File: config.mk
export PLATFORM = sky130hd
export DESIGN_NAME = fifo_read_ctrl_fwft_flat
export DESIGN_NICKNAME = d
export VERILOG_FILES = /design/src/rtl/fifo_pkg.sv /design/src/rtl/fifo_read_ctrl_fwft_if.sv /design/src/rtl/fwft_out_buf.sv /design/src/rtl/fifo_read_ctrl_fwft.sv /design/src/flat_wrapper.sv
export SDC_FILE = /design/constraint.sdc
export NUM_CORES = 1
export LEC_CHECK = 0
export ABC_AREA = 1
export BUFFER_PORTS_ARGS = -buffer_cell sky130_fd_sc_hd__buf_2
export CAP_MARGIN = 25
export CORE_MARGIN = 4
export CORE_UTILIZATION = 35
export DETAILED_ROUTE_END_ITERATION = 12
export SLEW_MARGIN = 10
export SYNTH_ARGS = -nofsm -noshare
export SYNTH_HDL_FRONTEND = slang
export SYNTH_SLANG_ARGS = --single-unit
File: constraint.sdc
create_clock -name clk -period 6.1 [get_ports clk]
set_input_delay 0.305 -clock clk [delete_from_list [all_inputs] [get_ports clk]]
set_output_delay 0.305 -clock clk [all_outputs]
set_load 0.01 [all_outputs]
File: src/rtl/fifo_pkg.sv
// Shared FIFO helpers: pointer width, modular occupancy and output-buffer depth.
// Used by both the read and write controllers so their flag logic agrees.
package fifo_pkg;

  localparam int OBUF_DEPTH = 2;

  function automatic int ptr_width(input int addr_width);
    return addr_width + 1;
  endfunction

  // Pointers carry a wrap bit, so the difference is taken modulo 2**pw.
  function automatic logic [31:0] ptr_occ(input logic [31:0] wp,
                                          input logic [31:0] rp,
                                          input int          pw);
    logic [31:0] mask;
    mask = (pw >= 32) ? '1 : ((32'd1 << pw) - 32'd1);
    return (wp - rp) & mask;
  endfunction

endpackage

File: src/rtl/fifo_read_ctrl_fwft_if.sv
// Read-side FIFO bus: writer pointer/flush in, RAM read port, FWFT consumer port.
// Consumer handshake: a word transfers in any cycle where rd_valid and rd_req are both high.
interface fifo_read_ctrl_fwft_if #(
  parameter int ADDR_WIDTH = 4,
  parameter int DATA_WIDTH = 8
);
  import fifo_pkg::*;

  logic [ptr_width(ADDR_WIDTH)-1:0] write_ptr;
  logic                             flush;
  logic                             rd_req;
  logic                             mem_rd_en;
  logic [ADDR_WIDTH-1:0]            mem_rd_addr;
  logic [DATA_WIDTH-1:0]            mem_rdata;
  logic [DATA_WIDTH-1:0]            rd_data;
  logic                             rd_valid;
  logic                             rd_ack;
  logic                             rd_underflow;
  logic [ptr_width(ADDR_WIDTH)-1:0] read_ptr;
  logic                             fifo_empty;
  logic                             fifo_aempty;
  logic [ADDR_WIDTH+1:0]            word_count;

  modport master (
    input  write_ptr, flush, rd_req, mem_rdata,
    output mem_rd_en, mem_rd_addr, rd_data, rd_valid, rd_ack, rd_underflow,
           read_ptr, fifo_empty, fifo_aempty, word_count
  );

  modport slave (
    output write_ptr, flush, rd_req, mem_rdata,
    input  mem_rd_en, mem_rd_addr, rd_data, rd_valid, rd_ack, rd_underflow,
           read_ptr, fifo_empty, fifo_aempty, word_count
  );

endinterface

File: src/rtl/fwft_out_buf.sv
// Two-entry head/tail buffer holding words returned by the RAM until the consumer pops them.
module fwft_out_buf
  import fifo_pkg::*;
#(
  parameter int DATA_WIDTH = 8
) (
  input  logic                  clk,
  input  logic                  reset_n,
  input  logic                  push_i,
  input  logic [DATA_WIDTH-1:0] push_data_i,
  input  logic                  pop_i,
  input  logic                  clr_i,
  output logic [DATA_WIDTH-1:0] head_data_o,
  output logic [1:0]            cnt_o
);

  logic [DATA_WIDTH-1:0] mem_q [OBUF_DEPTH];
  logic                  head_q, head_d;
  logic [1:0]            cnt_q, cnt_d;
  logic                  tail_idx;
  logic                  wr_en;
  logic                  pop_eff;

  always_comb begin
    pop_eff  = pop_i & (cnt_q != 2'd0);
    // With two slots the tail is the head, advanced once per stored word.
    tail_idx = head_q ^ cnt_q[0];
    wr_en    = push_i & ~clr_i;
    head_d   = head_q;
    cnt_d    = cnt_q;
    if (clr_i) begin
      head_d = 1'b0;
      cnt_d  = 2'd0;
    end else begin
      if (pop_eff) head_d = ~head_q;
      case ({push_i, pop_eff})
        2'b10:   cnt_d = cnt_q + 2'd1;
        2'b01:   cnt_d = cnt_q - 2'd1;
        default: cnt_d = cnt_q;
      endcase
    end
  end

  always_ff @(posedge clk or negedge reset_n) begin
    if (!reset_n) begin
      head_q <= 1'b0;
      cnt_q  <= 2'd0;
      for (int i = 0; i < OBUF_DEPTH; i++) mem_q[i] <= '0;
    end else begin
      head_q <= head_d;
      cnt_q  <= cnt_d;
      if (wr_en) mem_q[tail_idx] <= push_data_i;
    end
  end

  assign head_data_o = mem_q[head_q];
  assign cnt_o       = cnt_q;

endmodule

File: src/rtl/fifo_read_ctrl_fwft.sv
// FIFO read controller: read pointer, empty/almost-empty flags, RAM read issue
// and a first-word-fall-through output stage fed by a 1-cycle-latency RAM.
module fifo_read_ctrl_fwft
  import fifo_pkg::*;
#(
  parameter int ADDR_WIDTH = 4,
  parameter int DEPTH      = 16,
  parameter int DATA_WIDTH = 8,
  parameter int AEMPTY     = 3
) (
  input  logic                   clk,
  input  logic                   reset_n,
  fifo_read_ctrl_fwft_if.master  bus,
  output logic [1:0]             dbg_buf_cnt_o,
  output logic                   dbg_inflight_o
);

  localparam int PW = ptr_width(ADDR_WIDTH);
  localparam int CW = ADDR_WIDTH + 2;

  logic [PW-1:0]         read_ptr_q, read_ptr_d;
  logic                  inflight_q, inflight_d;
  logic                  rd_ack_q, rd_ack_d;
  logic                  rd_underflow_q, rd_underflow_d;

  logic [PW-1:0]         mem_occ;
  logic [PW-1:0]         ptr_inc;
  logic                  empty;
  logic                  aempty;
  logic                  rd_valid;
  logic                  pop;
  logic                  issue;
  logic                  push;
  logic [2:0]            pending;
  logic [1:0]            buf_cnt;
  logic [DATA_WIDTH-1:0] head_data;

  always_comb begin
    mem_occ  = PW'(ptr_occ(32'(bus.write_ptr), 32'(read_ptr_q), PW));
    empty    = (bus.write_ptr == read_ptr_q);
    aempty   = (32'(mem_occ) <= 32'(AEMPTY));
    rd_valid = (buf_cnt != 2'd0);
    pop      = bus.rd_req & rd_valid;
    // Words already buffered or on their way, after this cycle's pop leaves.
    pending  = 3'(buf_cnt) + 3'(inflight_q) - 3'(pop);
    issue    = ~empty & ~bus.flush & (pending < 3'd2);
    push     = inflight_q & ~bus.flush;

    if (32'(read_ptr_q[ADDR_WIDTH-1:0]) == 32'(DEPTH - 1)) begin
      ptr_inc = {~read_ptr_q[PW-1], {ADDR_WIDTH{1'b0}}};
    end else begin
      ptr_inc = {read_ptr_q[PW-1], read_ptr_q[ADDR_WIDTH-1:0] + 1'b1};
    end

    read_ptr_d     = read_ptr_q;
    inflight_d     = issue;
    rd_ack_d       = pop & ~bus.flush;
    rd_underflow_d = bus.rd_req & ~rd_valid & ~bus.flush;
    if (bus.flush) begin
      read_ptr_d = '0;
    end else if (issue) begin
      read_ptr_d = ptr_inc;
    end
  end

  always_ff @(posedge clk or negedge reset_n) begin
    if (!reset_n) begin
      read_ptr_q     <= '0;
      inflight_q     <= 1'b0;
      rd_ack_q       <= 1'b0;
      rd_underflow_q <= 1'b0;
    end else begin
      read_ptr_q     <= read_ptr_d;
      inflight_q     <= inflight_d;
      rd_ack_q       <= rd_ack_d;
      rd_underflow_q <= rd_underflow_d;
    end
  end

  fwft_out_buf #(
    .DATA_WIDTH (DATA_WIDTH)
  ) u_out_buf (
    .clk         (clk),
    .reset_n     (reset_n),
    .push_i      (push),
    .push_data_i (bus.mem_rdata),
    .pop_i       (pop),
    .clr_i       (bus.flush),
    .head_data_o (head_data),
    .cnt_o       (buf_cnt)
  );

  assign bus.mem_rd_en    = issue;
  assign bus.mem_rd_addr  = read_ptr_q[ADDR_WIDTH-1:0];
  assign bus.rd_data      = head_data;
  assign bus.rd_valid     = rd_valid;
  assign bus.rd_ack       = rd_ack_q;
  assign bus.rd_underflow = rd_underflow_q;
  assign bus.read_ptr     = read_ptr_q;
  assign bus.fifo_empty   = empty;
  assign bus.fifo_aempty  = aempty;
  assign bus.word_count   = CW'(mem_occ) + CW'(inflight_q) + CW'(buf_cnt);

  assign dbg_buf_cnt_o  = buf_cnt;
  assign dbg_inflight_o = inflight_q;

endmodule

File: src/flat_wrapper.sv
// flat-port wrapper written by rule: the top's interface ports become plain ports
module fifo_read_ctrl_fwft_flat import fifo_pkg::*;
#(
  parameter int ADDR_WIDTH = 4,
  parameter int DEPTH      = 16,
  parameter int DATA_WIDTH = 8,
  parameter int AEMPTY     = 3
)
  (clk, reset_n, dbg_buf_cnt_o, dbg_inflight_o, bus_write_ptr, bus_flush, bus_rd_req, bus_mem_rdata, bus_mem_rd_en, bus_mem_rd_addr, bus_rd_data, bus_rd_valid, bus_rd_ack, bus_rd_underflow, bus_read_ptr, bus_fifo_empty, bus_fifo_aempty, bus_word_count);
  fifo_read_ctrl_fwft_if #(.ADDR_WIDTH(ADDR_WIDTH), .DATA_WIDTH(DATA_WIDTH)) bus_i ();
  input  logic clk;
  input  logic reset_n;
  output logic [1:0] dbg_buf_cnt_o;
  output logic dbg_inflight_o;
  input wire logic [$bits(bus_i.write_ptr)-1:0] bus_write_ptr;
  input wire logic [$bits(bus_i.flush)-1:0] bus_flush;
  input wire logic [$bits(bus_i.rd_req)-1:0] bus_rd_req;
  input wire logic [$bits(bus_i.mem_rdata)-1:0] bus_mem_rdata;
  output wire logic [$bits(bus_i.mem_rd_en)-1:0] bus_mem_rd_en;
  output wire logic [$bits(bus_i.mem_rd_addr)-1:0] bus_mem_rd_addr;
  output wire logic [$bits(bus_i.rd_data)-1:0] bus_rd_data;
  output wire logic [$bits(bus_i.rd_valid)-1:0] bus_rd_valid;
  output wire logic [$bits(bus_i.rd_ack)-1:0] bus_rd_ack;
  output wire logic [$bits(bus_i.rd_underflow)-1:0] bus_rd_underflow;
  output wire logic [$bits(bus_i.read_ptr)-1:0] bus_read_ptr;
  output wire logic [$bits(bus_i.fifo_empty)-1:0] bus_fifo_empty;
  output wire logic [$bits(bus_i.fifo_aempty)-1:0] bus_fifo_aempty;
  output wire logic [$bits(bus_i.word_count)-1:0] bus_word_count;
  assign bus_i.write_ptr = bus_write_ptr;
  assign bus_i.flush = bus_flush;
  assign bus_i.rd_req = bus_rd_req;
  assign bus_i.mem_rdata = bus_mem_rdata;
  assign bus_mem_rd_en = bus_i.mem_rd_en;
  assign bus_mem_rd_addr = bus_i.mem_rd_addr;
  assign bus_rd_data = bus_i.rd_data;
  assign bus_rd_valid = bus_i.rd_valid;
  assign bus_rd_ack = bus_i.rd_ack;
  assign bus_rd_underflow = bus_i.rd_underflow;
  assign bus_read_ptr = bus_i.read_ptr;
  assign bus_fifo_empty = bus_i.fifo_empty;
  assign bus_fifo_aempty = bus_i.fifo_aempty;
  assign bus_word_count = bus_i.word_count;
  fifo_read_ctrl_fwft #(.ADDR_WIDTH(ADDR_WIDTH), .DEPTH(DEPTH), .DATA_WIDTH(DATA_WIDTH), .AEMPTY(AEMPTY)) u_core (.clk(clk), .reset_n(reset_n), .bus(bus_i), .dbg_buf_cnt_o(dbg_buf_cnt_o), .dbg_inflight_o(dbg_inflight_o));
endmodule
==> metrics.txt <==
status=finished clean; P_sw=402.5 uW; first-pass GRT wire length=6354 um; routed len/inst=10.86 um; CTS buffer count=3; final cell count without fillers=334; fill cell count=520; CP Class=flip-flop to output port; CP peak stage delay=0.51 ns; full die area=6097 sq um; Pins Over Slew Limit=0; critical path arrival=2.79 ns; Post CTS Setup Buffer Count=0; final hold vios=0; R2R Path Start=u_core.u_out_buf.cnt_o[1]; min-delay worst type=input port to asynchronous set/reset pin; Crit path required time=5.79 ns; DRC=0; sequential share of power=34.1%; Worst setup EP type=output port; CTS HTree Levels=1; Ys Warns=0; Syn Area/Cell=7.675 sq um; DRT Wirelength=3626 um; deepest clock path buffer count=2; startpoint class of the critical path=flip-flop; RSZ-0062 raised after global routing=false; Die Y=78.09 um; HPWL after detailed placement=2787 um; total number of vias=1450; ratio of cells with drive above 1 in the final layout=24.72%; R2R Path End=u_core.bus.read_ptr[1]; Net Count, Synth=252; initial antenna violation count=0; first-pass iteration count of the detailed router=4; Power Density=442.6 nW/um^2; crit-path max FO=9; clk sinks=27; Port Buffers=48; GRT overflow=0; Gate Count Post-Synth=224; CTS tree=yes; Overall Global Routing Usage=12.93%; core area=4755 sq um; Seq cells post-synth=27; TNS Setup=0 ns; Comb power frac=53.9%; Worst Tran Pin Value=0.7292 ns; R2R depth=11; sequential share of the synthesized area=39.30%; share of the synthesized area in the top cell type=39.30%; Post-Syn Area=1719 sq um; max-cap violations=0; leak pwr=1.144 nW; vias in the first global route=1424; Int Power=485.8 uW; Root Buffer=clkbuf_8; row count=25; period utilization=50.77%; RD Place Congestion=0.7929; diodes inserted=0; Nets=296; largest net degree at the start of global routing=28; Final Setup Violations=0; Starting Density=36.16%; Multi-input gate area=823.3 sq um; Critical-path top delay cell=dfrtp_1; Synth-to-Final Area Change=16.74%; Sw Ratio=45.31%; clk_skew=0.01455 ns; CTS hold repair buffers=0; FF+latch area=675.6 sq um; Die W=78.09 um; I/O pins=49; Slew headroom=51.38%; clk_lat worst skew=0.28 ns; flop-to-flop setup slack=3.52 ns; Worst VDD drop=0.1155 mV; post-CTS resize count=0; Clk pwr share=12.0%; DRT antenna net count=0; CTS clk-pin slew, worst paths=0.11 ns; drt initial violations=46; CP cell instances=nor2_1 -> nor2_2 -> ha_1 -> or2_2 -> fa_1 -> nand2_1 -> nor2_1 -> nand2_1 -> inv_1 -> buf_2; fmax=322.9 MHz; crit path time final=3.097 ns; synth top area cells=dfrtp_1 39%, nand2_1 16%, inv_1 7.4%; drt via density=4.341; Synth area leader=dfrtp_1; Cells after DPL=330; count of different cell masters after synthesis=24
-- layout by cell type, fill, tap and decap left out, types with 7 or more instances in the layout --
cell	count
nand3_1	12
o21ai_2	8
inv_1	34
nand2_1	75
o21ai_0	15
nor2_1	12
buf_2	48
dfrtp_1	27
ha_1	7
-- power by group through the flow --
stage	Clock, mW	Sequential (mW)	Combinational [mW]
finish	0.106	0.303	0.479
global route	0.116	0.314	0.558
CTS	0.111	0.303	0.489
detailed placement	0	0.306	0.488
global placement	0	0.304	0.484
floorplan	0	0.295	0.355
-- cell families (layout without fill, tap and decap cells) --
| group | after synthesis | after routing | synth area share (%) |
|---|---|---|---|
| AND/OR/NAND/NOR | 109 | 109 | 25.98 |
| AO/OA/AOI/OAI | 27 | 27 | 9.607 |
| flip-flops | 27 | 27 | 39.30 |
| adder cells (fa/ha/maj) | 11 | 11 | 9.753 |
| buffers and inverters | 45 | 88 | 12.81 |
| XOR/XNOR | 5 | 5 | 2.548 |
-- synthesized netlist by cell type, drive strengths merged --
| library cell | n |
|---|---|
| nand3 | 12 |
| nor2 | 14 |
| fa | 4 |
| nand2 | 77 |
| clkinv | 1 |
| ha | 7 |
| dfrtp | 27 |
| o21ai | 23 |
| nand4 | 2 |
| inv | 35 |
| nor3 | 2 |
| xor2 | 3 |
| xnor2 | 2 |
| a21oi | 4 |
| buf | 9 |
| or2 | 2 |
-- per-layer routing --
| layer | routed length [um] | part of all wire, % | track usage [%] | vias up |
|---|---|---|---|---|
| li1 | - | - | - | 772 |
| met5 | 0 | 0 | 0 | - |
| met2 | 1613 | 44 | 20.21 | 34 |
| met1 | 1843 | 51 | 18.39 | 642 |
| met4 | 25 | 0.69 | 2.622 | 0 |
| met3 | 143 | 3.9 | 2.982 | 2 |
-- how the worst max path moves through the flow --
| stage | cells past startpoint | slack [ns] | startpoint | endpoint |
|---|---|---|---|---|
| 3_3_place_gp | 10 | 3.39 | u_core.u_out_buf.cnt_o[1] | bus_mem_rd_en |
| 6_report | 10 | 3.00 | u_core.u_out_buf.cnt_o[1] | bus_mem_rd_en |
| 4_1_cts | 10 | 2.98 | u_core.u_out_buf.cnt_o[1] | bus_mem_rd_en |
| 3_5_place_dp | 10 | 3.31 | u_core.u_out_buf.cnt_o[1] | bus_mem_rd_en |
| 2_1_floorplan | 10 | 3.56 | u_core.u_out_buf.cnt_o[0] | bus_mem_rd_en |
| 5_1_grt | 10 | 2.78 | u_core.u_out_buf.cnt_o[1] | bus_mem_rd_en |
-- worst max-delay path: cells and delay by family (launching register included) --
kind / cells / cell delay [ns]
buffers and inverters: 2 / 0.27
flip-flops: 1 / 0.51
adder cells (fa/ha/maj): 2 / 0.74
AND/OR/NAND/NOR: 6 / 0.98
-- cell type report --
cell class / instances / share of cell area, %
multi-input combinational: 152 / 41.02
clock inverter: 1 / 0.3741
clock buffer: 3 / 2.057
inverter: 36 / 6.733
timing repair buffer: 48 / 11.97
sequential: 27 / 33.67
tap: 67 / 4.177
-- metrics by stage --
stage	util (%)	hold WS (ns)	setup WS, ns	instance area (sq um)	power (mW)
3_5_place_dp	41.18	0.3589	3.308	1958	0.7945
2_1_floorplan	-	0.009409	3.558	1719	0.6500
5_1_grt	42.21	0.06406	2.783	2007	0.9878
6_report	42.21	0.01879	3.003	2007	0.8883
4_1_cts	42.21	0.04086	2.982	2007	0.9028
3_3_place_gp	41.18	0.3639	3.386	1958	0.7883
-- registers in the layout, summed over array words and instances (netlist names) --
register                 count
u_core.u_out_buf.mem_q      16
u_core.bus.read_ptr          5
u_core.u_out_buf.cnt_o       2
u_core.bus.rd_ack            1
u_core.bus.rd_underflow      1
u_core.dbg_inflight_o        1
u_core.u_out_buf.head_q      1
Power figures use the tool's default switching activity.
